--- config.mk ---
export PLATFORM = sky130hd
export DESIGN_NAME = ctrl_unit_mc
export DESIGN_NICKNAME = d
export VERILOG_FILES = /design/src/rtl/ctrl_unit_mc.sv
export SDC_FILE = /design/constraint.sdc
export NUM_CORES = 1
export LEC_CHECK = 0
export ABC_AREA = 0
export CORE_MARGIN = 2
export CORE_UTILIZATION = 52
export CTS_CLUSTER_DIAMETER = 40
export DETAILED_ROUTE_END_ITERATION = 6
export PLACE_DENSITY_LB_ADDON = 0.12
export SLEW_MARGIN = 20
export SYNTH_ARGS = -nofsm -noshare
export SYNTH_HDL_FRONTEND = slang
export SYNTH_SLANG_ARGS = --single-unit
--- constraint.sdc ---
create_clock -name clk -period 2.8 [get_ports clk]
set_clock_uncertainty 0.05 [all_clocks]
set_input_delay 0.28 -clock clk [delete_from_list [all_inputs] [get_ports clk]]
set_output_delay 0.28 -clock clk [all_outputs]
set_load 0.005 [all_outputs]
--- src/rtl/ctrl_unit_mc.sv ---
// Multi-cycle control unit: owns the program counter and instruction register and
// sequences each instruction FETCH -> DECODE -> EXEC/MEM/OUT -> FETCH (or HALT).
// Ports:
//   clk, rst_n                 clock (rising edge), asynchronous active-low reset
//   ifetch_req/addr/ack/data   stalling instruction fetch handshake (addr = pc)
//   addr_a, addr_b             register-file selects (addr_b doubles as immediate)
//   reset, reset_all, load     register-file clear/clear-all/write controls
//   mb_select, mem_select      Bus B and Bus D source selects
//   ALU_opcode, alu_zero       ALU operation and its zero flag
//   mem_read/write/addr/ack    stalling data-memory handshake
//   out_valid, out_ready       output handshake (data = register addr_a)
//   pc, halted                 program counter and stop indication
module ctrl_unit_mc #(
  parameter int unsigned OPC_W = 4,
  parameter int unsigned ARG_W = 6,
  parameter int unsigned RA_W  = 3,
  parameter int unsigned PC_W  = 8,
  parameter int unsigned MA_W  = 6
) (
  input  logic                   clk,
  input  logic                   rst_n,
  output logic                   ifetch_req,
  output logic [PC_W-1:0]        ifetch_addr,
  input  logic                   ifetch_ack,
  input  logic [OPC_W+ARG_W-1:0] ifetch_data,
  output logic [RA_W-1:0]        addr_a,
  output logic [RA_W-1:0]        addr_b,
  output logic                   reset,
  output logic                   reset_all,
  output logic                   load,
  output logic                   mb_select,
  output logic                   mem_select,
  output logic [3:0]             ALU_opcode,
  input  logic                   alu_zero,
  output logic                   mem_read,
  output logic                   mem_write,
  output logic [MA_W-1:0]        mem_addr,
  input  logic                   mem_ack,
  output logic                   out_valid,
  input  logic                   out_ready,
  output logic [PC_W-1:0]        pc,
  output logic                   halted
);
  localparam int unsigned IW = OPC_W + ARG_W;

  localparam logic [OPC_W-1:0] OpAdd   = OPC_W'(4'h0);
  localparam logic [OPC_W-1:0] OpSub   = OPC_W'(4'h1);
  localparam logic [OPC_W-1:0] OpAddi  = OPC_W'(4'h2);
  localparam logic [OPC_W-1:0] OpSubi  = OPC_W'(4'h3);
  localparam logic [OPC_W-1:0] OpMul2  = OPC_W'(4'h4);
  localparam logic [OPC_W-1:0] OpDiv2  = OPC_W'(4'h5);
  localparam logic [OPC_W-1:0] OpClr   = OPC_W'(4'h6);
  localparam logic [OPC_W-1:0] OpRst   = OPC_W'(4'h7);
  localparam logic [OPC_W-1:0] OpMov   = OPC_W'(4'h8);
  localparam logic [OPC_W-1:0] OpJmp   = OPC_W'(4'h9);
  localparam logic [OPC_W-1:0] OpOut   = OPC_W'(4'hA);
  localparam logic [OPC_W-1:0] OpLoad  = OPC_W'(4'hB);
  localparam logic [OPC_W-1:0] OpStore = OPC_W'(4'hC);
  localparam logic [OPC_W-1:0] OpJz    = OPC_W'(4'hD);
  localparam logic [OPC_W-1:0] OpHalt  = OPC_W'(4'hF);

  typedef enum logic [2:0] {StFetch, StDecode, StExec, StMem, StOut, StHalt} state_e;

  state_e            state_q, state_d;
  logic [IW-1:0]     ir_q, ir_d;
  logic [PC_W-1:0]   pc_q, pc_d;

  // Registered outputs, decoded from the next state so they line up with state_q.
  logic              ifetch_req_q, ifetch_req_d;
  logic [RA_W-1:0]   addr_a_q, addr_a_d, addr_b_q, addr_b_d;
  logic              reset_q, reset_d, reset_all_q, reset_all_d;
  logic              load_q, load_d, mb_select_q, mb_select_d;
  logic              mem_select_q, mem_select_d;
  logic [3:0]        alu_q, alu_d;
  logic              mem_read_q, mem_read_d, mem_write_q, mem_write_d;
  logic [MA_W-1:0]   mem_addr_q, mem_addr_d;
  logic              out_valid_q, out_valid_d, halted_q, halted_d;

  logic [OPC_W-1:0]  opc_q, opc_d;
  logic [ARG_W-1:0]  arg_q, arg_d;
  logic [RA_W-1:0]   ra_d, rb_d;
  logic [PC_W-1:0]   target;

  assign opc_q  = ir_q[IW-1:ARG_W];
  assign arg_q  = ir_q[ARG_W-1:0];
  assign opc_d  = ir_d[IW-1:ARG_W];
  assign arg_d  = ir_d[ARG_W-1:0];
  assign ra_d   = arg_d[2*RA_W-1:RA_W];
  assign rb_d   = arg_d[RA_W-1:0];
  assign target = PC_W'(arg_q);

  // Next state, IR and PC.
  always_comb begin
    state_d = state_q;
    ir_d    = ir_q;
    pc_d    = pc_q;
    unique case (state_q)
      StFetch: begin
        // Only an ack answering our own request counts.
        if (ifetch_req_q && ifetch_ack) begin
          ir_d    = ifetch_data;
          state_d = StDecode;
        end
      end
      StDecode: begin
        if (opc_q == OpLoad || opc_q == OpStore) state_d = StMem;
        else if (opc_q == OpOut)                 state_d = StOut;
        else if (opc_q == OpHalt)                state_d = StHalt;
        else                                     state_d = StExec;
      end
      StExec: begin
        state_d = StFetch;
        if (opc_q == OpJmp || (opc_q == OpJz && alu_zero)) pc_d = target;
        else                                               pc_d = pc_q + 1'b1;
      end
      StMem: begin
        if (mem_ack) begin
          state_d = StFetch;
          pc_d    = pc_q + 1'b1;
        end
      end
      StOut: begin
        if (out_ready) begin
          state_d = StFetch;
          pc_d    = pc_q + 1'b1;
        end
      end
      StHalt:  state_d = StHalt;
      default: state_d = StFetch;
    endcase
  end

  // Output decode for the state being entered.
  always_comb begin
    ifetch_req_d = 1'b0;
    addr_a_d     = '0;
    addr_b_d     = '0;
    reset_d      = 1'b0;
    reset_all_d  = 1'b0;
    load_d       = 1'b0;
    mb_select_d  = 1'b0;
    mem_select_d = 1'b0;
    alu_d        = 4'h0;
    mem_read_d   = 1'b0;
    mem_write_d  = 1'b0;
    mem_addr_d   = '0;
    out_valid_d  = 1'b0;
    halted_d     = 1'b0;
    unique case (state_d)
      StFetch: ifetch_req_d = 1'b1;
      StExec: begin
        unique case (opc_d)
          OpAdd, OpSub, OpMov: begin
            addr_a_d    = ra_d;
            addr_b_d    = rb_d;
            mb_select_d = 1'b1;
            load_d      = 1'b1;
            alu_d       = (opc_d == OpSub) ? 4'h1 : (opc_d == OpMov) ? 4'h4 : 4'h0;
          end
          OpAddi, OpSubi: begin
            addr_a_d = ra_d;
            addr_b_d = rb_d;
            load_d   = 1'b1;
            alu_d    = (opc_d == OpSubi) ? 4'h1 : 4'h0;
          end
          OpMul2, OpDiv2: begin
            addr_a_d = ra_d;
            load_d   = 1'b1;
            alu_d    = (opc_d == OpDiv2) ? 4'h3 : 4'h2;
          end
          OpClr: begin
            addr_a_d = ra_d;
            reset_d  = 1'b1;
          end
          OpRst: reset_all_d = 1'b1;
          OpJz: begin
            // Pass R0 through the ALU so alu_zero reflects R0 == 0.
            alu_d       = 4'h4;
            mb_select_d = 1'b1;
          end
          default: ;
        endcase
      end
      StMem: begin
        mem_addr_d = arg_d[MA_W-1:0];
        if (opc_d == OpLoad) begin
          mem_read_d   = 1'b1;
          mem_select_d = 1'b1;
        end else begin
          mem_write_d = 1'b1;
        end
      end
      StOut: begin
        out_valid_d = 1'b1;
        addr_a_d    = ra_d;
      end
      StHalt:  halted_d = 1'b1;
      default: ;
    endcase
  end

  always_ff @(posedge clk or negedge rst_n) begin
    if (!rst_n) begin
      state_q      <= StFetch;
      ir_q         <= '0;
      pc_q         <= '0;
      ifetch_req_q <= 1'b0;
      addr_a_q     <= '0;
      addr_b_q     <= '0;
      reset_q      <= 1'b0;
      reset_all_q  <= 1'b0;
      load_q       <= 1'b0;
      mb_select_q  <= 1'b0;
      mem_select_q <= 1'b0;
      alu_q        <= 4'h0;
      mem_read_q   <= 1'b0;
      mem_write_q  <= 1'b0;
      mem_addr_q   <= '0;
      out_valid_q  <= 1'b0;
      halted_q     <= 1'b0;
    end else begin
      state_q      <= state_d;
      ir_q         <= ir_d;
      pc_q         <= pc_d;
      ifetch_req_q <= ifetch_req_d;
      addr_a_q     <= addr_a_d;
      addr_b_q     <= addr_b_d;
      reset_q      <= reset_d;
      reset_all_q  <= reset_all_d;
      load_q       <= load_d;
      mb_select_q  <= mb_select_d;
      mem_select_q <= mem_select_d;
      alu_q        <= alu_d;
      mem_read_q   <= mem_read_d;
      mem_write_q  <= mem_write_d;
      mem_addr_q   <= mem_addr_d;
      out_valid_q  <= out_valid_d;
      halted_q     <= halted_d;
    end
  end

  assign ifetch_req  = ifetch_req_q;
  assign ifetch_addr = pc_q;
  assign addr_a      = addr_a_q;
  assign addr_b      = addr_b_q;
  assign reset       = reset_q;
  assign reset_all   = reset_all_q;
  // LOAD writes the register only in the cycle the memory completes.
  assign load        = load_q | (mem_read_q & mem_ack);
  assign mb_select   = mb_select_q;
  assign mem_select  = mem_select_q;
  assign ALU_opcode  = alu_q;
  assign mem_read    = mem_read_q;
  assign mem_write   = mem_write_q;
  assign mem_addr    = mem_addr_q;
  assign out_valid   = out_valid_q;
  assign pc          = pc_q;
  assign halted      = halted_q;

endmodule

After elaboration in Yosys (flattened, before gate mapping) --
Cells that the tools add are included.
Word-level totals: input bits 16, bits in registers 46, output and inout port bits 42, logic and storage cells 101
Cells by class: add/sub/neg operators 1, bitwise operators 2, equal/unequal tests 27, multiplexer cells 39, reduce and logical (&&, ||, !) cells 16
Operators with widths (number):
- == test 4 bit (second input constant) | 9
- two-way mux 3 bit | 12
- two-way mux 8 bit | 3
- one-hot mux 8 bit (3 select lines) | 1
- two-way mux 10 bit | 2
- two-way mux 1 bit | 17
- == test 4 x 3 -> 1 bit (second input constant) | 4
- one-hot mux 3 bit (5 select lines) | 1
- == test 3 x 2 -> 1 bit (second input constant) | 4
- == test 3 bit (second input constant) | 4
- one-hot mux 3 bit (4 select lines) | 1
- adder 8 x 1 -> 8 bit (second input constant) | 1
- == test 4 x 2 -> 1 bit (second input constant) | 2
- OR reduction 8 bit | 1
- OR reduction 7 bit | 1
- logical NOT 3 bit | 2
- two-way mux 6 bit | 1
- one-hot mux 3 bit (2 select lines) | 1
- OR reduction 5 bit | 1
- == test 4 x 1 -> 1 bit (second input constant) | 1
- logical NOT 4 bit | 1
- != test 2 bit (second input constant) | 2
- OR reduction 2 bit | 2
- OR reduction 4 bit | 1
- other kinds (8) | 10

Depth between registers and ports, before layout --
depth in word-level cells 8, gate-level depth with buffers 8, mapped depth without buffers 7

Worst setup path before layout --
No wires, ideal clock.
path kind reg2reg, start register state_q[0], end register pc_q[3], in the netlist ifetch_addr[3], stages on the path, launching flop included 7, slack 1140 ps, path buffers 2, data required time 2599 ps, library setup time 151 ps, clock period less this slack 1660 ps, data arrival time 1459 ps, cells stage by stage dfrtp_1 -> buf_2 -> or3b_4 -> nand4_4 -> buf_6 -> mux2i_1 -> o22ai_1
Between the ends: word-level cells in the longest chain between the ends 3, elaborated cells between the ends (all ways) 8, those cells by class eq/ne: 5; mux: 1; reduce/logical: 2
Ends and longest elaborated chain:
- start: declaration | line 64 | state_e state_q, state_d;
- start signal: assignment | line 204 | state_q <= StFetch;
- start signal: assignment | line 222 | state_q <= state_d;
- == test 3 bit or == test 3 x 2 -> 1 bit (tied branches) | line 97 | unique case (state_q)
- != test 2 bit (no line) or nonzero test 3 bit (tied branches)
- AND reduction 3 bit (no line)
- end signal: assignment | line 224 | pc_q <= pc_d;
- end: declaration | line 66 | logic [PC_W-1:0] pc_q, pc_d;
Several ways; a longest one is shown, not always the timed one. A chain may end at the register's enable or synchronous reset.

Worst setup path in the final report --
start register state_q[1], end register alu_q[0], in the netlist ALU_opcode[0]
Between the ends: word-level cells in the longest chain between the ends 6, elaborated cells between the ends (all ways) 27, those cells by class eq/ne: 12; mux: 10; reduce/logical: 5
Ends and longest elaborated chain:
- logical NOT 3 bit | line 97
- two-way mux 10 bit | line 97
- == test 4 x 1 -> 1 bit, or another cell as far along | line 152, 158
- OR reduction 3 bit, or another cell as far along
- one-hot mux 3 bit (4 select lines) | line 152 | unique case (opc_d)
- two-way mux 3 bit (*) | line 149 | unique case (state_d)
- named net alu_d[0] | line 74 | logic [3:0] alu_q, alu_d;
- end signal: assignment | line 233 | alu_q <= alu_d;
- end: declaration | line 74
Mark *: on every way through the listed nets, which the timed path passes. The rest lies on a longest branch.

==> impl_metrics.csv <==
group,metric,value,unit
logic_synthesis,synth_seq_area_share,49.8,%
logic_synthesis,syn_area,2260,um2
setup_path,cp-endpoint,"ALU_opcode[0]$_DFF_PN0_",
place,post-place-ws,0.473,ns
cells_and_area,area_delta_synth_final,26.9,%
clock_network,cts_sinks,45,
logic_synthesis,synth_edf_count,0,
timing,fmax,437,MHz
drt,post_drt_via_cell_ratio,5.36,
timing,min_period,2.29,ns
pwr,irDropWorstVdd,243,uV
clock_network,htreeDepth,2,
timing,fin_ws,0.510,ns
cells_and_area,drive_gt1_share,8.68,%
global_routing,grt_max_degree,46,
timing,slew_violations,0,
die,fp.dieW,70.0,um
setup_path,end_kind,"flop",
logic_synthesis,ys_ff_latch,45,
drt,drt-pass1-iter-count,4,
cells_and_area,fin_util,70.3,%
pwr,p_leak,1.28,nW
clock_network,root_buffer,"clkbuf_8",
clock_network,cts_buffers,5,
logic_synthesis,ys_warn_count,0,
setup_path,cp.required,2.97,ns
setup_path,cp-startpoint,"state_q[1]$_DFF_PN0_",
cells_and_area,seqCellArea,1130,um2
global_routing,grt_pass1_vias,1657,
logic_synthesis,synthDistinctLibCells,51,
clock_network,clk_path_buf_depth,2,
setup_path,critPathArrivalTime,2.46,ns
die,die_h,70.0,um
logic_synthesis,synth_cells,218,
clock_network,clk_pin_slew,0.09,ns
setup_path,r2r-end,"ALU_opcode[0]$_DFF_PN0_",
die,coreArea,4090,um2
flow_run,drv_cap,0,
cells_and_area,num-nets-final,281,
place,gp_congestion,0.775,
cells_and_area,layout_commonest_cell,"clkdlybuf4s50_1",
global_routing,grt_usage,20.2,%
drt,ant_nets,0,
timing,finalCritPeriodShare,81.8,%
outcome,status,"completed",
cells_and_area,fill_cells,321,
timing,rsz0062_at_grt,"no",
drt,wl_per_cell,14.5,um
place,io_buffers,56,
die,pin_count,58,
cells_and_area,final_cell_mix,"clkdlybuf4s50_1, dfrtp_1, nor2_1",
setup_path,path_class,"flop to flop",
global_routing,grt_pass1_wl,7860,um
setup_path,r2r-start,"state_q[1]$_DFF_PN0_",
hold_path,hold_path_class,"primary input to asynchronous set/reset pin",
drt,wl,4570,um
drt,drtIter0Drc,141,
setup_path,reg2regPathDepth,5,
drt,drc,0,
timing,hold_ws,0.458,ns
global_routing,antenna_found_initial,0,
die,initial_core_util,55.4,%
drt,vias,1689,
timing,finalSetupViolCount,0,
timing,relSlewSlack,53.2,%
logic_synthesis,async_flop_share,100,%
die,rows,23,
clock_network,cts_tree,"built",
place,dp_hpwl,3190,um
logic_synthesis,syn_nets,235,
timing,hold_violations,0,
cells_and_area,multi_input_area,933,um2
cells_and_area,antenna-diode-count,0,
setup_path,worst_setup_path_start_kind,"flop",
timing,final.setup.tns,0,ns
logic_synthesis,synth_area_per_cell,10.4,um2
pwr,pwr_density_cell,413,nW/um2
logic_synthesis,synthFlopType,"dfrtp_1",
setup_path,r2r_slack,0.51,ns
clock_network,ctsResizeCount,0,
clock_network,clock_latency,0.30,ns
die,fp.dieArea,4900,um2
setup_path,critPathMaxFanout,13,
timing,tightest_slew,0.702,ns
global_routing,grt_overflow,0,
## logic make-up after synthesis
family / Yosys count / share of synthesized area, %
buf+inv: 35 / 9.01
xor+xnor: 3 / 1.16
compound gates: 43 / 13.0
mux: 16 / 7.85
fa+ha+maj: 1 / 0.553
simple gates: 74 / 18.5
other cells: 1 / 0.166
flops: 45 / 49.8
## flip-flops by register name (all words and copies together), names as in the netlist, 3 cells and up
name and cells:
state_q 3, mem_addr 6, addr_b 3, ALU_opcode 3
addr_a 3, ifetch_addr 8, ir_q 10
## synth_stat cells, drive strengths merged, types with 2 or more instances
cell	count	area, um2
o21ai	8	43.8
a311oi	2	23.8
nand3	5	25.0
buf	20	148
nand2b	6	37.5
o21a	5	37.5
o22ai	3	18.8
nor2b	5	31.3
nor2	24	92.6
nand2	12	47.6
inv	15	56.3
a32oi	2	17.5
and3	2	12.5
dfrtp	45	1130
xnor2	3	26.3
nor3	7	40.0
mux2i	15	163
a31oi	2	18.8
and2	2	12.5
o31ai	2	15.0
a21oi	14	73.8
and3b	2	17.5
## repair_timing
item	in CTS	in global routing
endpoints found under the hold margin	0	45
hold buffers	0	1
buffers inserted	0	0
## layout make-up
type | instances | share of cell area, %
clock buffers | 6 | 2.53
flip-flops and latches | 45 | 39.2
clock inverters | 2 | 1.35
inverters | 15 | 1.96
repair buffers | 59 | 20.3
multi-input cells | 138 | 32.5
well taps | 50 | 2.18
## worst max-delay path: stages (launching register included)
cell and delay, ns:
dfrtp_1 0.52, nor2_2 0.20, and4b_1 0.68, mux2i_1 0.45
nand2_1 0.12, nor3_1 0.18
## metrics by stage
step,instance area (um2),power [mW],std cells
floorplan,2260,0.669,218
finish,2870,1.19,315
detailed placement,2750,0.708,306
global placement,2750,0.708,306
CTS,2860,1.19,314
global route,2870,1.23,315
## how the worst min path moves through the flow
stage / startpoint / end / slack, ns
floorplan: rst_n / ALU_opcode[0]$_DFF_PN0_ / -0.07
global placement: rst_n / ifetch_addr[7]$_DFFE_PN0P_ / 0.43
detailed placement: rst_n / ifetch_addr[7]$_DFFE_PN0P_ / 0.44
CTS: rst_n / addr_a[2]$_DFF_PN0_ / 0.12
global route: rst_n / ifetch_addr[7]$_DFFE_PN0P_ / 0.55
finish: rst_n / ifetch_addr[7]$_DFFE_PN0P_ / 0.46
## where the power goes
group	internal [mW]	switching (mW)	leakage, nW
clock network	0.268	0.223	0.0554
logic	0.0225	0.0245	0.629
registers	0.649	0	0.592
total	0.940	0.247	1.28
## per-layer routing
layer | share of wire [%] | track usage, %
met1 | 45 | 26.4
met2 | 50 | 33.2
met3 | 4.2 | 4.04
met4 | 1.3 | 7.69
met5 | 0 | 0
No activity file was read; power rests on OpenSTA's default activity.
